$ cat src/rtl/training_sequencer.sv
// rtl/training_sequencer.sv - perceptron training sequencer over a small sample memory
//
// Replays DEPTH stored samples to a perceptron for EPOCHS epochs (forward
// argument/result, backward error/feedback), then runs one evaluation pass
// with learning disabled and reports {epochs_run, mismatches}.
//
// Optional feature: define TRAINING_SEQUENCER_EARLY_STOP_EN to end training
// after the first epoch in which every error is zero.
//
// Ports:
//   clk, rst                    clock, synchronous active-high reset
//   smp_stb/smp_rdy/smp_dat     sample write {target, args}
//   run_stb/run_rdy             start a run (accepted only when idle)
//   sts_stb/sts_rdy/sts_dat     run status {epochs_run[15:8], mismatches[7:0]}
//   en                          perceptron learning enable
//   arg_stb/arg_rdy/arg_dat     forward arguments to perceptron
//   res_stb/res_rdy/res_dat     forward result from perceptron
//   err_stb/err_rdy/err_dat     signed backward error to perceptron
//   fbk_stb/fbk_rdy/fbk_dat     backward feedback from perceptron (discarded)

module training_sequencer #(
    parameter int N      = 2,
    parameter int W      = 8,
    parameter int DEPTH  = 4,
    parameter int EPOCHS = 10
) (
    input  logic             clk,
    input  logic             rst,
    input  logic             smp_stb,
    output logic             smp_rdy,
    input  logic [N*W+W-1:0] smp_dat,
    input  logic             run_stb,
    output logic             run_rdy,
    output logic             sts_stb,
    input  logic             sts_rdy,
    output logic [15:0]      sts_dat,
    output logic             en,
    output logic             arg_stb,
    input  logic             arg_rdy,
    output logic [N*W-1:0]   arg_dat,
    input  logic             res_stb,
    output logic             res_rdy,
    input  logic [W-1:0]     res_dat,
    output logic             err_stb,
    input  logic             err_rdy,
    output logic [2*W-1:0]   err_dat,
    input  logic             fbk_stb,
    output logic             fbk_rdy,
    input  logic [N*2*W-1:0] fbk_dat
);

    localparam int AW = (DEPTH > 1) ? $clog2(DEPTH) : 1;
    localparam int SW = N*W + W;
    localparam logic [AW-1:0] LAST_IDX = AW'(DEPTH - 1);

    typedef enum logic [2:0] {
        S_IDLE, S_ARG, S_RES, S_ERR, S_FBK, S_EVAL_ARG, S_EVAL_RES, S_STATUS
    } state_t;

    state_t          state_q, state_d;
    logic [AW-1:0]   wr_ptr_q, wr_ptr_d;
    logic [AW-1:0]   idx_q, idx_d;
    logic [7:0]      epoch_q, epoch_d;
    logic [7:0]      mis_q, mis_d;
    logic [2*W-1:0]  err_q, err_d;
    logic            en_q, en_d;
    logic            smp_rdy_q, smp_rdy_d;
    logic            run_rdy_q, run_rdy_d;
    logic            arg_stb_q, arg_stb_d;
    logic            res_rdy_q, res_rdy_d;
    logic            err_stb_q, err_stb_d;
    logic            fbk_rdy_q, fbk_rdy_d;
    logic            sts_stb_q, sts_stb_d;
`ifdef TRAINING_SEQUENCER_EARLY_STOP_EN
    logic            clean_q, clean_d;
`endif

    // Sample memory has no reset so samples survive an abandoned run.
    logic [SW-1:0]   mem_q [DEPTH];
    logic            mem_we;

    logic [SW-1:0]   cur_smp;
    logic [W-1:0]    cur_tgt;
    logic [2*W-1:0]  err_calc;
    logic [AW-1:0]   idx_next;
    logic [7:0]      epoch_inc;
    logic            stop_early;
    logic            unused_fbk;

    assign cur_smp   = mem_q[idx_q];
    assign cur_tgt   = cur_smp[SW-1 -: W];
    // Zero-extended subtraction in 2W bits equals the signed (W+1)-bit difference.
    assign err_calc  = {{W{1'b0}}, cur_tgt} - {{W{1'b0}}, res_dat};
    assign idx_next  = (idx_q == LAST_IDX) ? '0 : idx_q + 1'b1;
    assign epoch_inc = epoch_q + 8'd1;
    assign unused_fbk = ^fbk_dat;

`ifdef TRAINING_SEQUENCER_EARLY_STOP_EN
    assign stop_early = clean_q;
`else
    assign stop_early = 1'b0;
`endif

    assign smp_rdy = smp_rdy_q;
    assign run_rdy = run_rdy_q;
    assign en      = en_q;
    assign arg_stb = arg_stb_q;
    assign arg_dat = cur_smp[N*W-1:0];
    assign res_rdy = res_rdy_q;
    assign err_stb = err_stb_q;
    assign err_dat = err_q;
    assign fbk_rdy = fbk_rdy_q;
    assign sts_stb = sts_stb_q;
    assign sts_dat = {epoch_q, mis_q};

    always_comb begin
        state_d   = state_q;
        wr_ptr_d  = wr_ptr_q;
        idx_d     = idx_q;
        epoch_d   = epoch_q;
        mis_d     = mis_q;
        err_d     = err_q;
        en_d      = en_q;
        smp_rdy_d = smp_rdy_q;
        run_rdy_d = run_rdy_q;
        arg_stb_d = arg_stb_q;
        res_rdy_d = res_rdy_q;
        err_stb_d = err_stb_q;
        fbk_rdy_d = fbk_rdy_q;
        sts_stb_d = sts_stb_q;
        mem_we    = 1'b0;
`ifdef TRAINING_SEQUENCER_EARLY_STOP_EN
        clean_d   = clean_q;
`endif
        case (state_q)
            S_IDLE: begin
                // The write lands on the same edge as the run start, so the
                // first argument read already sees it.
                if (smp_stb && smp_rdy_q) begin
                    mem_we   = 1'b1;
                    wr_ptr_d = (wr_ptr_q == LAST_IDX) ? '0 : wr_ptr_q + 1'b1;
                end
                if (run_stb && run_rdy_q) begin
                    idx_d     = '0;
                    epoch_d   = '0;
                    mis_d     = '0;
                    en_d      = 1'b1;
                    smp_rdy_d = 1'b0;
                    run_rdy_d = 1'b0;
                    arg_stb_d = 1'b1;
                    state_d   = S_ARG;
`ifdef TRAINING_SEQUENCER_EARLY_STOP_EN
                    clean_d   = 1'b1;
`endif
                end
            end
            S_ARG, S_EVAL_ARG: begin
                if (arg_rdy) begin
                    arg_stb_d = 1'b0;
                    res_rdy_d = 1'b1;
                    state_d   = (state_q == S_ARG) ? S_RES : S_EVAL_RES;
                end
            end
            S_RES: begin
                if (res_stb) begin
                    res_rdy_d = 1'b0;
                    err_d     = err_calc;
                    err_stb_d = 1'b1;
                    state_d   = S_ERR;
                end
            end
            S_ERR: begin
                if (err_rdy) begin
                    err_stb_d = 1'b0;
                    fbk_rdy_d = 1'b1;
                    state_d   = S_FBK;
`ifdef TRAINING_SEQUENCER_EARLY_STOP_EN
                    if (err_q != '0) clean_d = 1'b0;
`endif
                end
            end
            S_FBK: begin
                if (fbk_stb) begin
                    fbk_rdy_d = 1'b0;
                    arg_stb_d = 1'b1;
                    idx_d     = idx_next;
                    state_d   = S_ARG;
                    if (idx_q == LAST_IDX) begin
                        epoch_d = epoch_inc;
                        if (epoch_inc == 8'(EPOCHS) || stop_early) begin
                            en_d    = 1'b0;
                            state_d = S_EVAL_ARG;
                        end
`ifdef TRAINING_SEQUENCER_EARLY_STOP_EN
                        clean_d = 1'b1;
`endif
                    end
                end
            end
            S_EVAL_RES: begin
                if (res_stb) begin
                    res_rdy_d = 1'b0;
                    idx_d     = idx_next;
                    if (err_calc != '0 && mis_q != 8'hff) mis_d = mis_q + 8'd1;
                    if (idx_q == LAST_IDX) begin
                        sts_stb_d = 1'b1;
                        state_d   = S_STATUS;
                    end else begin
                        arg_stb_d = 1'b1;
                        state_d   = S_EVAL_ARG;
                    end
                end
            end
            S_STATUS: begin
                if (sts_rdy) begin
                    sts_stb_d = 1'b0;
                    smp_rdy_d = 1'b1;
                    run_rdy_d = 1'b1;
                    state_d   = S_IDLE;
                end
            end
            default: begin
                state_d = S_IDLE;
            end
        endcase
    end

    always_ff @(posedge clk) begin
        if (rst) begin
            state_q   <= S_IDLE;
            wr_ptr_q  <= '0;
            idx_q     <= '0;
            epoch_q   <= '0;
            mis_q     <= '0;
            err_q     <= '0;
            en_q      <= 1'b0;
            smp_rdy_q <= 1'b1;
            run_rdy_q <= 1'b1;
            arg_stb_q <= 1'b0;
            res_rdy_q <= 1'b0;
            err_stb_q <= 1'b0;
            fbk_rdy_q <= 1'b0;
            sts_stb_q <= 1'b0;
`ifdef TRAINING_SEQUENCER_EARLY_STOP_EN
            clean_q   <= 1'b0;
`endif
        end else begin
            state_q   <= state_d;
            wr_ptr_q  <= wr_ptr_d;
            idx_q     <= idx_d;
            epoch_q   <= epoch_d;
            mis_q     <= mis_d;
            err_q     <= err_d;
            en_q      <= en_d;
            smp_rdy_q <= smp_rdy_d;
            run_rdy_q <= run_rdy_d;
            arg_stb_q <= arg_stb_d;
            res_rdy_q <= res_rdy_d;
            err_stb_q <= err_stb_d;
            fbk_rdy_q <= fbk_rdy_d;
            sts_stb_q <= sts_stb_d;
`ifdef TRAINING_SEQUENCER_EARLY_STOP_EN
            clean_q   <= clean_d;
`endif
        end
    end

    always_ff @(posedge clk) begin
        if (mem_we) mem_q[wr_ptr_q] <= smp_dat;
    end

endmodule
$ cat config.mk
export PLATFORM = sky130hd
export DESIGN_NAME = training_sequencer
export DESIGN_NICKNAME = d
export VERILOG_FILES = /design/src/rtl/training_sequencer.sv
export SDC_FILE = /design/constraint.sdc
export NUM_CORES = 1
export LEC_CHECK = 0
export BUFFER_PORTS_ARGS = -buffer_cell sky130_fd_sc_hd__buf_2
export CAP_MARGIN = 20
export CORE_MARGIN = 2
export CORE_UTILIZATION = 40
export DETAILED_ROUTE_END_ITERATION = 8
export SYNTH_ARGS = -nofsm -noshare
export SYNTH_HDL_FRONTEND = slang
export SYNTH_SLANG_ARGS = --single-unit
$ cat constraint.sdc
create_clock -name clk -period 6.3 [get_ports clk]
set_input_delay 0.315 -clock clk [delete_from_list [all_inputs] [get_ports clk]]
set_output_delay 0.315 -clock clk [all_outputs]
set_load 0.005 [all_outputs]
After elaboration in Yosys (flattened, before gate mapping) --
Memory sizes are Yosys's and may differ from the RTL's. A register that Yosys moved wholly into a read port is not among the register bits. Cells that the tools add are included.
Storage, ports and cells: flip-flop bits (word level) 46, memory bits (writable) 96, input bits 73, output and inout port bits 56, word-level logic and storage cells 129, memories kept 1
Memories:
- mem_q | words 4, bits a word 24, read ports 1, clocked after Yosys merged registers in 1, write ports 1, RTL line 79 | logic [SW-1:0] mem_q [DEPTH];
Operators by class: add/sub/neg operators 5, equality and inequality tests 24, multiplexer cells 57, reductions and logical operators 29
Operators by type and width (number):
- 8-bit two-way mux | 5
- 8-bit case mux with 2 select lines | 2
- 3-bit two-way mux | 10
- 2-bit != test (second input constant) | 12
- 1-bit two-way mux | 23
- 3-bit case mux with 7 select lines | 1
- 8-bit by 1-bit adder with 8-bit output (second input constant) | 2
- 2-bit two-way mux | 8
- 4-bit AND reduction | 4
- 16-bit nonzero test | 1
- 2-bit nonzero test | 7
- 3-bit equality test (second input constant) | 4
- 1-bit case mux with 2 select lines | 6
- 3-bit AND reduction | 4
- 8-bit by 8-bit subtractor with 9-bit output | 1
- 8-bit by 4-bit equality test with 1-bit output (second input constant) | 1
- 8-bit != test (second input constant) | 1
- 7-bit AND reduction | 1
- 3-bit by 2-bit equality test with 1-bit output (second input constant) | 2
- 2-bit case mux with 3 select lines | 1
- 6-bit AND reduction | 1
- 5-bit AND reduction | 1
- 2-bit by 1-bit adder with 2-bit output (second input constant) | 2
- 2-bit equality test (second input constant) | 2
- 9 further kinds | 13

Logic depth before layout (Yosys ltp) --
Gate-level depths: netlist (run 1).
word-level depth 6, gate-level depth with buffers 12, gate-level depth less buffers 11

Worst setup path before layout (run 1) --
No wires, ideal clock.
path type register -> register, start reg with a tool-made name, end reg mis_q[1], setup time 0.121 ns, arrival time 3.720 ns, data required time 6.179 ns, path slack 2.459 ns, cell stages (with the launch flop) 12, buffers on the path 2, clock period less this slack 3.841 ns, cells stage by stage dfxtp_1 clkbuf_1 buf_1 mux4_2 ha_1 nor2b_1 o211ai_1 a22o_1 or4b_4 nor3_4 o21ai_2 mux2_4
RTL lines:
- to (signal assigned) | RTL line 252 | mis_q <= mis_d;
- to (decl) | RTL line 64 | logic [7:0] mis_q, mis_d;

==> impl_metrics.csv, run 1 <==
group,metric,value,unit
grt,grt_usage,15.79,%
sta,fmaxAchievable,250.1,MHz
clocking,cts.repair.resized,0,
grt,grt_pass1_wl,19490,um
routing,dr.pass1.iters,6,
synthesis,yosysWarnings,0,
synthesis,synth_fp_nets,540,
synthesis,synthFlopType,"edfxtp_1",
synthesis,synth.most_common_cell,"edfxtp_1",
place,gp_congestion,0.7691,
routing,drt_iter0_drc,260,
worst_hold_path,hp-class,"input port to register",
grt,grt_max_degree,36,
setup_path,cp.arrival,4300,ps
clocking,cts_hold_buf,0,
clocking,cts.clk_slew.worst_paths,60,ps
sta,slew_violations,0,
sta,rsz0062_at_grt,"no",
setup_path,cp.required,6600,ps
floorplan,core,14590,um^2
clocking,clock_insertion_delay_worst_skew,420,ps
sta,fin_setup_tns,0,ps
synthesis,synthTopCellsByArea,"edfxtp_1 (48%), dfxtp_1 (14%), mux4_2 (9.0%)",
synthesis,synth-edff-count,96,
place,io_buffers,96,
finish,fin_nets,634,
finish,area_delta_synth_final,19.58,%
routing,wl_per_cell,16.44,um
clocking,cts_made_buffers,17,
power,pwr-share-comb,16.0,%
clocking,cts_buffer_depth,2,
power,clkPwrFrac,38.3,%
outcome,outcome,"finished clean",
floorplan,ios,129,
setup_path,critPathMaxFanout,24,
setup_path,critPathCaptureType,"register",
power,total_power,2.414,mW
power,p_int,1.734,mW
power,switching_share,28.18,%
clocking,post_cts_buffers,0,
grt,grt_pass1_vias,3783,
synthesis,ys_ff_latch,137,
routing,routed_wl,12170,um
sta,finalCritPeriodShare,63.46,%
clocking,cts_tree,"done",
routing,ant_nets,0,
routing,vias,3896,
finish,layout-drive-gt1-share,30.22,%
sta,fin_crit,3998,ps
clocking,clock-sinks,137,
power,power.switching,0.6804,mW
power,pwr-share-seq,45.6,%
floorplan,fp.dieW,126.6,um
routing,viasPerCell,5.265,
setup_path,crit_type,"register to register",
setup_path,cp-start-kind,"register",
place,dpl.hpwl,8094,um
clocking,htreeDepth,4,
synthesis,synthTopCellsByCount,"edfxtp_1 (96), dfxtp_1 (41), nor2_1 (40)",
synthesis,async_reset_ff_share,0,%
synthesis,yosys.area.top_type_share,47.98,%
synthesis,synth_cell_type_count,57,
floorplan,die_h,126.6,um
power,power.leakage,2.707,nW
sta,worst_pin_slew,896.1,ps
synthesis,synthCells,449,
synthesis,yosysTopAreaCell,"edfxtp_1",
grt,grt_antenna_before_repair,0,
sta,skew,9.407,ps
synthesis,synth.avg_cell_area,13.38,um^2
floorplan,initial_utilization,41.18,%
setup_path,reg2reg_slack,2300,ps
synthesis,seq_area_frac_synth,61.64,%
grt,overflow,0,
floorplan,dieArea,16020,um^2
sta,setup_violations,0,
run,cap_viol_max_count,0,
power,p_per_area,336.0,nW/um^2
routing,remaining_drc_errors,0,
sta,slew-limit-headroom,40.26,%
clocking,root_buffer,"clkbuf_16",
power,irDropWorstVdd,217.0,uV
sta,hold_viol_final,0,
finish,antenna_cells,0,
floorplan,rows,44,
synthesis,syn-cell-area,6008,um^2
## stage by stage
stage	hold slack [ps]	setup WS (ps)	instance area, um^2	utilization [%]	std cells
floorplan	413.9	2459	6008	-	449
global placement	453.0	2257	6630	45.45	708
detailed placement	449.2	2250	6630	45.45	708
CTS	94.03	2217	7184	49.25	740
global route	95.66	1940	7184	49.25	740
finish	110.5	2302	7184	49.25	740
## final timing paths
kind / startpoint / end / depth (start not counted)
worst max-delay path: register / mis_q[1]$_SDFFE_PP0P_ / 11
worst min-delay path: smp_dat[9] / mem_q[0][9]$_DFFE_PP_ / 1
worst max register to register: register / mis_q[1]$_SDFFE_PP0P_ / 11
worst min register to register: err_dat[3]$_SDFFE_PP0P_ / err_dat[3]$_SDFFE_PP0P_ / 2
## registers in the layout, summed over array words and instances, names as in the netlist, 2 cells and up, named ones only
name / count
epoch_q: 8
err_dat: 9
idx_q: 2
mis_q: 8
mem_q: 96
wr_ptr_q: 2
state_q: 3
## worst max-delay path, stage by stage (launching register included)
cell and delay (ps):
dfxtp_2 910, mux4_2 590, inv_1 70, ha_1 210, fa_1 240, nor2b_1 90, o2111a_1 230, a2111oi_0 610
o22ai_1 260, nor3_4 270, o21ai_2 100, mux2_4 300
## layout make-up
type | count | area [um^2]
clock inverters | 15 | 128.9
well taps | 184 | 230.2
multi-input cells | 270 | 2117
flip-flops and latches | 137 | 3705
fillers | 1265 | 7405
clock buffers | 17 | 425.4
repair buffers | 101 | 518.0
inverters | 16 | 60.06
## layer usage
layer | vias up | routed length (um) | track usage [%]
li1 | 1885 | - | -
met5 | - | 0 | 0
met3 | 15 | 880 | 5.272
met1 | 1869 | 5473 | 20.27
met2 | 127 | 5633 | 24.91
met4 | 0 | 177 | 6.141
## layout by cell type, fill, tap and decap left out, types with 3 or more instances in the layout
cell	n
xnor2_1	3
buf_2	96
a22oi_1	7
inv_8	4
nor3_1	8
nor2_1	40
nor2b_1	8
nand2b_1	8
mux4_2	24
inv_6	6
inv_1	16
and2_1	6
edfxtp_1	96
buf_4	5
o21ai_0	19
ha_1	17
nand2_1	35
and3_1	7
a211oi_1	3
a21oi_1	18
dfxtp_1	40
a31oi_1	5
or3_1	3
nand3_1	7
clkbuf_16	17
mux2i_1	6
o31ai_1	3
## cells by family (layout without fill, tap and decap cells)
| group | Yosys count | after routing | synth area share (%) |
|---|---|---|---|
| compound gates | 83 | 83 | 9.413 |
| xor+xnor | 5 | 5 | 0.7290 |
| fa+ha+maj | 18 | 18 | 3.873 |
| buf+inv | 42 | 149 | 3.124 |
| flops | 137 | 137 | 61.64 |
| mux | 31 | 31 | 10.25 |
| simple gates | 133 | 133 | 10.97 |
## power by group through the flow
stage               Combinational (mW)  Clock, mW  Sequential (mW)
floorplan                        0.288          0             1.09
global placement                 0.382          0             1.12
detailed placement               0.390          0             1.12
CTS                              0.392      0.949             1.10
global route                     0.433      0.985             1.11
finish                           0.387      0.925             1.10
(Power assumes the default switching activity.)
==> run 2, diff against run 1 <==
clock period = 4.11 ns   (was 6.3 ns; I/O delays follow)
==> impl_metrics.csv, run 2 (same netlist as run 1, synthesis figures left out) <==
group,metric,value,unit
grt,grt_usage,15.70,%
clocking,htreeDepth,4,
setup_path,cp-start-kind,"register",
finish,nFillCells,1238,
routing,routed_wl,12070,um
finish,final_util,51.37,%
routing,ant_nets,0,
sta,fmaxAchievable,276.1,MHz
finish,multi_input_area,2117,um^2
sta,worst_pin_slew,662.9,ps
setup_path,critPathCaptureType,"register",
setup_path,crit_chain,"buf_4 -> mux4_2 -> ha_1 -> o21a_1 -> o21ai_0 -> a22o_1 -> or4b_4 -> nor3_4 -> o21ai_2 -> mux2_4",
setup_path,cp.required,4410,ps
sta,skew,8.572,ps
grt,grt_antenna_before_repair,1,
finish,final-instance-count-excl-fill,767,
clocking,clock-sinks,137,
routing,viasPerCell,5.223,
setup_path,crit_type,"register to register",
floorplan,initial_utilization,41.18,%
grt,grt_max_degree,36,
finish,regArea,3705,um^2
sta,slew_violations,0,
power,power.leakage,2.839,nW
floorplan,core,14590,um^2
grt,grt_pass1_wl,19520,um
power,total_power,3.838,mW
worst_hold_path,hp-class,"input port to register",
floorplan,die_h,126.6,um
power,p_per_area,512.1,nW/um^2
routing,wl_per_cell,15.74,um
sta,hold_slack,18.67,ps
routing,dr.pass1.iters,4,
floorplan,fp.dieW,126.6,um
clocking,cts_buffer_depth,2,
sta,setup_violations,0,
clocking,cts.clk_slew.worst_paths,60,ps
power,switching_share,27.11,%
outcome,outcome,"finished clean",
grt,overflow,0,
sta,fin_setup_tns,0,ps
place,placed_cells,713,
setup_path,critPathMaxFanout,11,
place,gp_congestion,0.7691,
routing,remaining_drc_errors,0,
run,cap_viol_max_count,0,
clocking,root_buffer,"clkbuf_16",
power,power.switching,1.041,mW
setup_path,critPathSlowestCell,"or4b_4",
clocking,clock_insertion_delay_worst_skew,420,ps
sta,fin_crit,3622,ps
setup_path,reg2reg_depth,10,
finish,area_delta_synth_final,24.74,%
power,p_int,2.797,mW
finish,fin_nets,661,
setup_path,endpoint,"mis_q[1]$_SDFFE_PP0P_",
floorplan,rows,44,
floorplan,dieArea,16020,um^2
power,pwr-share-seq,43.9,%
routing,vias,4006,
finish,top_register,"mem_q",
setup_path,slowest_delay,570,ps
power,irDropWorstVdd,389.6,uV
setup_path,reg2reg_slack,490,ps
finish,largest_register_ffs,96,
sta,slew-limit-headroom,54.66,%
power,clkPwrFrac,40.1,%
finish,final_cell_mix,"buf_2 (96), edfxtp_1 (96), nor2_1 (40), dfxtp_1 (40), nand2_1 (35)",
floorplan,ios,129,
place,io_buffers,96,
power,pwr-share-comb,16.0,%
finish,layout-drive-gt1-share,29.67,%
clocking,cts_tree,"done",
setup_path,reg2reg_to,"mis_q[1]$_SDFFE_PP0P_",
clocking,cts_made_buffers,17,
sta,rsz0062_at_grt,"no",
finish,antenna_cells,0,
clocking,post_cts_buffers,0,
sta,hold_viol_final,0,
setup_path,cp.arrival,3930,ps
worst_hold_path,worstHoldStart,"smp_dat[20]",
grt,grt_pass1_vias,3845,
sta,finalCritPeriodShare,88.13,%
place,dpl.hpwl,8192,um
routing,drt_iter0_drc,292,
clocking,cts.repair.resized,0,
## run 2: changes by cell type in the layout (fill, tap and decap cells not counted), sizes merged
cell / change
clkinvlp: +2
clkinv: -4
dlygate4sd3: +22
buf: +5
inv: -1
clkbuf: +1
bufinv: +2
## run 2: power groups by stage
stage	registers [mW]	logic, mW	clock network [mW]
4_1_cts	1.69	0.622	1.57
6_report	1.69	0.613	1.54
3_5_place_dp	1.72	0.602	0
3_3_place_gp	1.71	0.590	0
5_1_grt	1.70	0.683	1.63
2_1_floorplan	1.68	0.441	0
## run 2: final cells by class
cell class,instances,share of cell area [%]
flip-flops and latches,137,49.43
well taps,184,3.072
inverters,16,0.8013
repair buffers,128,10.35
clock inverters,14,2.371
multi-input cells,270,28.25
clock buffers,18,5.726
## run 2: layer usage
layer  up-vias  global-route usage [%]  wire (um)
li1       1943                       -          -
met1      1934                   20.55       5568
met2       111                   24.50       5563
met3        16                   5.567        757
met4         2                   5.171        165
met5         -                       0         13
## run 2: how the worst min path moves through the flow
stage / end / slack, ps / cells past startpoint
4_1_cts: mem_q[1][20]$_DFFE_PP_ / 1 / 1
2_1_floorplan: mem_q[0][0]$_DFFE_PP_ / 300 / 0
3_5_place_dp: mem_q[3][13]$_DFFE_PP_ / 420 / 1
5_1_grt: mem_q[2][6]$_DFFE_PP_ / 8 / 1
3_3_place_gp: mem_q[0][0]$_DFFE_PP_ / 410 / 1
6_report: mem_q[1][20]$_DFFE_PP_ / 20 / 1
## run 2: stage by stage
stage	setup slack [ps]	instance area [um^2]
CTS	442.9	7495
detailed placement	470.0	6668
global route	248.5	7495
global placement	505.7	6668
finish	487.8	7495
floorplan	269.1	6008
## run 2: repair_timing
| item | in CTS | in global routing |
|---|---|---|
| hold buffers | 22 | 0 |
| hold endpoints to repair | 82 | 0 |
| endpoints found under the setup margin | 0 | 0 |
## run 2: worst max-delay path, delay by kind of cell, from the launching register on
family / cells / cell delay (ps)
simple gates: 2 / 860
compound gates: 4 / 610
flops: 1 / 560
buf+inv: 1 / 280
mux: 2 / 840
fa+ha+maj: 1 / 370
